File: config.mk
export PLATFORM = sky130hd
export DESIGN_NAME = md_sequencer
export DESIGN_NICKNAME = d
export VERILOG_FILES = /design/src/rtl/md_pkg.sv /design/src/rtl/md_cycle_counter.sv /design/src/rtl/md_sequencer.sv
export SDC_FILE = /design/constraint.sdc
export NUM_CORES = 1
export LEC_CHECK = 0
export CORE_MARGIN = 2
export CORE_UTILIZATION = 40
export CTS_CLUSTER_DIAMETER = 50
export DETAILED_ROUTE_END_ITERATION = 8
export HOLD_SLACK_MARGIN = 0.02
export PLACE_DENSITY = 0.63
export SETUP_SLACK_MARGIN = 0.5
export SLEW_MARGIN = 25
export SYNTH_ARGS = -nofsm -noshare
export SYNTH_HDL_FRONTEND = slang
export SYNTH_SLANG_ARGS = --single-unit
File: constraint.sdc
create_clock -name clk -period 3.9 [get_ports clk]
set_input_delay 0.39 -clock clk [delete_from_list [all_inputs] [get_ports clk]]
set_output_delay 0.39 -clock clk [all_outputs]
set_load 0.005 [all_outputs]
File: src/rtl/md_pkg.sv
// Shared types and constants for the multiply/divide sequencer.
package md_pkg;

  typedef enum logic [2:0] {
    ST_IDLE,
    ST_LOAD,
    ST_CALC,
    ST_WRITE,
    ST_DONE,
    ST_DZERO
  } md_state_t;

  localparam logic OP_MULT = 1'b0;
  localparam logic OP_DIV  = 1'b1;

  localparam int unsigned ITER_DEFAULT = 32;
  localparam int unsigned CNT_W        = 6;

endpackage

File: src/rtl/md_cycle_counter.sv
// Loadable down-counter; last flags the final iteration so the count never wraps.
module md_cycle_counter
  import md_pkg::*;
(
  input  logic             clk,
  input  logic             reset,
  input  logic             load,
  input  logic             en,
  input  logic [CNT_W-1:0] load_val,
  output logic             last
);

  logic [CNT_W-1:0] cnt;

  always_ff @(posedge clk or negedge reset) begin
    if (!reset) begin
      cnt <= '0;
    end else if (load) begin
      cnt <= load_val;
    end else if (en && (cnt != '0)) begin
      cnt <= cnt - CNT_W'(1);
    end
  end

  assign last = (cnt == CNT_W'(1));

endmodule

File: src/rtl/md_sequencer.sv
// Sequences the iterative mult/div units and HI/LO writes for the multicycle MIPS core.
module md_sequencer
  import md_pkg::*;
#(
  parameter int unsigned ITER = ITER_DEFAULT
) (
  input  logic clk,
  input  logic reset,
  input  logic start,
  input  logic op,
  input  logic abort,
  input  logic divzero_in,
  output logic mloadab,
  output logic mult,
  output logic dloadab,
  output logic div,
  output logic muxhigh,
  output logic muxlow,
  output logic highwrite,
  output logic lowwrite,
  output logic busy,
  output logic done,
  output logic divzero_exc
);

  localparam logic [CNT_W-1:0] ITER_LOAD = CNT_W'(ITER);

  md_state_t state;
  logic      op_q;
  logic      cnt_load;
  logic      cnt_en;
  logic      cnt_last;

  assign cnt_load = (state == ST_LOAD);
  assign cnt_en   = (state == ST_CALC);

  md_cycle_counter u_cnt (
    .clk      (clk),
    .reset    (reset),
    .load     (cnt_load),
    .en       (cnt_en),
    .load_val (ITER_LOAD),
    .last     (cnt_last)
  );

  always_ff @(posedge clk or negedge reset) begin
    if (!reset) begin
      state <= ST_IDLE;
      op_q  <= OP_MULT;
    end else begin
      case (state)
        ST_IDLE: begin
          if (start) begin
            op_q  <= op;
            state <= ST_LOAD;
          end
        end
        ST_LOAD: begin
          if (abort) begin
            state <= ST_IDLE;
          end else if ((op_q == OP_DIV) && divzero_in) begin
            state <= ST_DZERO;
          end else begin
            state <= ST_CALC;
          end
        end
        ST_CALC: begin
          if (abort) begin
            state <= ST_IDLE;
          end else if (cnt_last) begin
            state <= ST_WRITE;
          end
        end
        ST_WRITE: state <= abort ? ST_IDLE : ST_DONE;
        ST_DONE:  state <= ST_IDLE;
        ST_DZERO: state <= ST_IDLE;
        default:  state <= ST_IDLE;
      endcase
    end
  end

  // Outputs decode from state; only the HI/LO write enables also see abort,
  // so an abort in WRITE blocks the write within the same cycle.
  always_comb begin
    mloadab     = 1'b0;
    mult        = 1'b0;
    dloadab     = 1'b0;
    div         = 1'b0;
    muxhigh     = 1'b0;
    muxlow      = 1'b0;
    highwrite   = 1'b0;
    lowwrite    = 1'b0;
    done        = 1'b0;
    divzero_exc = 1'b0;
    busy        = (state != ST_IDLE);
    case (state)
      ST_LOAD: begin
        mloadab = (op_q == OP_MULT);
        dloadab = (op_q == OP_DIV);
      end
      ST_CALC: begin
        mult = (op_q == OP_MULT);
        div  = (op_q == OP_DIV);
      end
      ST_WRITE: begin
        muxhigh   = op_q;
        muxlow    = op_q;
        highwrite = !abort;
        lowwrite  = !abort;
      end
      ST_DONE:  done        = 1'b1;
      ST_DZERO: divzero_exc = 1'b1;
      default: ;
    endcase
  end

endmodule
**Word level (Yosys, flattened, before mapping)**

Index checks and enable logic that the tools add are counted.
W data, S select, Z words.

- Flip-flop bits (word level): 10
- Input bits: 6
- Output and inout port bits: 11
- Word-level logic and storage cells: 39

- Add/subtract/negate cells: 1
- Equal/unequal tests: 8
- Muxes and demuxes: 17
- Bitwise gates (word level): 1
- Reductions and logical operators: 9

Operators by type and width:

| kind | number |
|---|---|
| $mux W3 | 6 |
| $mux W6 | 2 |
| $pmux W3 S4 | 1 |
| $mux W1 | 8 |
| $eq A3 B2 Y1 const B | 2 |
| $eq A3 B3 Y1 const B | 2 |
| $eq A6 B1 Y1 const B | 1 |
| $reduce_bool A6 Y1 | 1 |
| $sub A6 B1 Y6 const B | 1 |
| $reduce_and A2 Y1 | 2 |
| $eq A3 B1 Y1 const B | 1 |
| $logic_not A3 Y1 | 1 |
| $ne A3 B3 Y1 const B | 1 |
| $reduce_bool A3 Y1 | 1 |
| $logic_and A1 B1 Y1 | 2 |
| $ne A2 B2 Y1 const B | 1 |
| $reduce_bool A2 Y1 | 1 |
| $logic_not A1 Y1 | 1 |
| $not A1 Y1 | 1 |

**Longest topological paths before layout**

- Word-level depth: 4
- Depth in mapped cells: 6
- Depth with buffers taken out: 6

**Cells and area by module**

A second synthesis with hierarchy kept.

- Cells, all modules: 82
- Area, all modules: 740.7 um^2

Modules (own cells, without submodules):

| module | instances | cells an instance | area an instance (um^2) | seq. area each (um^2) |
|---|---|---|---|---|
| md_cycle_counter | 1 | 46 | 415.4 | 150.1 |
| md_sequencer | 1 | 36 | 325.3 | 100.1 |

**Worst setup path after synthesis**

Ideal clock, no wire load.

- Path type: flip-flop to output port
- Start: register state[0]
- End: output port muxlow
- Arrival time: 1.212 ns
- Slack: 2.298 ns
- Stages on the path, launching flop included: 6
- Path buffers: 3
- Cell sequence: dfrtp_1 buf_2 buf_1 nand2_1 nor2_1 buf_4

- Longest elaborated chain between the ends: 2

RTL lines:

| item | line | text |
|---|---|---|
| from (decl) | md_sequencer.sv:28 | `md_state_t state;` |
| from (signal assigned) | md_sequencer.sv:74 | `ST_WRITE: state <= abort ? ST_IDLE : ST_DONE;` |
| $eq A3 B2 Y1 | n/a |  |
| $mux W1 | n/a |  |
| to (decl) | md_sequencer.sv:18 | `output logic muxlow,` |

Every way passes these cells.

**Final worst setup path**

- Start: register state[1]
- End: output port div

- Longest elaborated chain between the ends: 2

RTL lines:

| item | line | text |
|---|---|---|
| $eq A3 B2 Y1 | md_sequencer.sv:96 | `case (state)` |
| $mux W1 | md_sequencer.sv:96 |  |
| to (decl) | md_sequencer.sv:16 | `output logic div,` |

Every way passes these cells.

==> results.sh <==
export IMPL_syn_inst=83
export IMPL_worstSetupStartpointType="flop"
export IMPL_ctsResizeCount=0
export IMPL_worst_slew_pin_slew_ns=0.663
export IMPL_ir_worst_vdd_mv=0.316
export IMPL_outcome="completed"
export IMPL_dp_cells=117
export IMPL_syn_num_nets=92
export IMPL_grt_usage_pct=17.0
export IMPL_finalHoldViolCount=0
export IMPL_crit_path_max_incr_delay_ns=0.58
export IMPL_num_antenna_cells=0
export IMPL_row_count=15
export IMPL_die_width_um=46.3
export IMPL_ctsHoldBuffers=0
export IMPL_synth_cell_types=35
export IMPL_min_period_over_period_pct=60.9
export IMPL_fin_skew_ns=0.00163
export IMPL_vias_per_cell=5.21
export IMPL_die_h_um=46.3
export IMPL_max_freq_mhz=421
export IMPL_post_cts_buffers=0
export IMPL_critical_path_arrival_ns=1.99
export IMPL_path_buf_inv=1
export IMPL_cts_tree="yes"
export IMPL_worst_path_max_fanout=14
export IMPL_routedWlPerCell_um=13.2
export IMPL_core_mm2=0.00171
export IMPL_first_pass_iters=4
export IMPL_grt_overflow_total=0
export IMPL_grt_pass1_wl_um=2490
export IMPL_wl_um=1590
export IMPL_drt_iter0_drc=10
export IMPL_ys_seq_area_share_pct=34.9
export IMPL_clk_pin_slew_ns=0.06
export IMPL_fin_setup_tns_ns=0
export IMPL_grt_pass1_vias=546
export IMPL_p_leak_nw=0.381
export IMPL_finalWeightedCongestion=0.814
export IMPL_worstSetupPathType="flop to primary output"
export IMPL_ios=17
export IMPL_stdcell_count=120
export IMPL_crit_start="state[1]"
export IMPL_critPathRequiredTime_ns=3.51
export IMPL_synth_top_cell_area_share_pct=34.9
export IMPL_cap_violations=0
export IMPL_crit_chain="nand2b_1 -> nor3b_1 -> clkdlybuf4s50_1"
export IMPL_crit_family="simple AND/OR/NAND/NOR gates"
export IMPL_rr_startpoint="state[1]"
export IMPL_synthesis_area_um2=717
export IMPL_final_max_slew_viol_count=0
export IMPL_avgSynthCellArea_um2=8.64
export IMPL_clockBufferDepth=2
export IMPL_initial_utilization_pct=42.0
export IMPL_cts_root_buffer="clkbuf_4"
export IMPL_post_route_min_period_ns=2.38
export IMPL_grt_start_max_net_pins=25
export IMPL_synth_seq_cells=10
export IMPL_yosys_area_top_type="dfrtp_1"
export IMPL_critPathCaptureType="primary output"
export IMPL_clock_sinks=10
export IMPL_io_buffers=16
export IMPL_postRouteAntennaNets=0
export IMPL_yosys_warnings=0
export IMPL_drc=0
export IMPL_cellPowerDensity_mw_per_mm2=605
export IMPL_synthTopCellsByArea="dfrtp_1, ha_1, mux2i_1"
export IMPL_htreeDepth=1
export IMPL_antenna_found_initial=0
export IMPL_clk_latency_ns=0.27
export IMPL_die_area_mm2=0.00215
export IMPL_dpl_hpwl_um=1160
export IMPL_relSlewSlack_pct=55.8
export IMPL_grt_setup_unrepaired="false"
export IMPL_drive_gt1_share_pct=8.42
export IMPL_numCtsBuffers=3
export IMPL_setup_viol=0
export IMPL_synthToLayoutAreaGrowth_pct=25.0
export IMPL_hp_class="input pin to asynchronous set/reset pin"
export IMPL_nNetsFinal=106
export IMPL_slowest_stage="dfrtp_1"
export IMPL_num_vias=625
## final cells by class
| cell class | instances | area [um^2] |
|---|---|---|
| clock buffers | 3 | 22.5 |
| inverters | 3 | 11.3 |
| well taps | 25 | 31.3 |
| repair buffers | 16 | 160 |
| multi-input cells | 63 | 420 |
| flip-flops and latches | 10 | 250 |
| fillers | 160 | 812 |
## registers in the layout (all words and copies together) (netlist names)
name / flops
u_cnt.cnt: 6
op_q: 1
state: 3
## layer usage
| metal | part of all wire (%) | track usage, % | routed length, um | vias to the layer above |
|---|---|---|---|---|
| met5 | 0 | 0 | 0 | - |
| met4 | 1.5 | 8.57 | 24 | 0 |
| met3 | 4.0 | 5.88 | 63 | 4 |
| met2 | 44 | 22.8 | 703 | 13 |
| met1 | 50 | 23.7 | 796 | 282 |
| li1 | - | - | - | 326 |
## worst paths after layout
path	slack (ns)	end	cells after the start
min in group clk	0.59	u_cnt.cnt[1]	2
max reg2reg	2.14	u_cnt.cnt[4]	3
max	1.52	div	3
max in group asynchronous	3.12	u_cnt.cnt[2]	1
min	0.45	u_cnt.cnt[1]	1
min reg2reg	0.59	u_cnt.cnt[1]	2
## cell usage after synthesis, drive strengths merged
| master | instances |
|---|---|
| dfrtp | 10 |
| nand2 | 8 |
| nor2 | 7 |
| nor3 | 6 |
| buf | 4 |
| nand2b | 4 |
| a21o | 3 |
| clkbuf | 3 |
| ha | 3 |
| inv | 3 |
| mux2i | 3 |
| nor3b | 3 |
| or4 | 3 |
| nand3 | 2 |
| nor4 | 2 |
| o211ai | 2 |
| o21ai | 2 |
| o41ai | 2 |
| or3 | 2 |
| a21oi | 1 |
| a22oi | 1 |
| a31o | 1 |
| and2 | 1 |
| and3b | 1 |
| mux2 | 1 |
| nand3b | 1 |
| nor2b | 1 |
| nor4bb | 1 |
| o22ai | 1 |
| o311ai | 1 |
## cells by family after synthesis
family	synth area share, %
buffers and inverters	6.46
multiplexers	5.76
AO/OA/AOI/OAI	14.1
AND/OR/NAND/NOR	33.5
adder cells (fa/ha/maj)	5.24
flip-flops	34.9
## report_power, final
group	switching, mW	internal, mW	leakage [nW]
Sequential	0.0755	0.135	0.127
Combinational	0.115	0.147	0.241
Clock	0.0334	0.0356	0.0138
## cells in the final DEF (no fill, tap or decap), types with 2 or more instances in the layout
master | synthesis | layout
inv_1 | 3 | 3
ha_1 | 3 | 3
o211ai_1 | 2 | 2
nand2b_1 | 4 | 4
dfrtp_1 | 10 | 10
a21o_1 | 3 | 3
nor4_1 | 2 | 2
clkbuf_4 | 0 | 3
nand3_1 | 2 | 2
nand2_1 | 8 | 8
mux2i_1 | 3 | 3
nor3_1 | 5 | 5
clkdlybuf4s50_1 | 0 | 16
o21ai_0 | 2 | 2
o41ai_1 | 2 | 2
nor3b_1 | 3 | 3
or4_1 | 2 | 2
nor2_1 | 7 | 7
## metrics by stage
stage          worst slack, ns  instance area [um^2]  util (%)  hold slack [ns]  power, mW
2_1_floorplan             2.30                   717         -           0.0944      0.385
3_3_place_gp              1.81                   873      51.1            0.554      0.473
3_5_place_dp              1.80                   873      51.1            0.562      0.474
4_1_cts                   1.50                   896      52.5            0.453      0.549
5_1_grt                   1.36                   896      52.5            0.489      0.598
6_report                  1.52                   896      52.5            0.452      0.542
No activity file was read; power rests on OpenSTA's default activity.
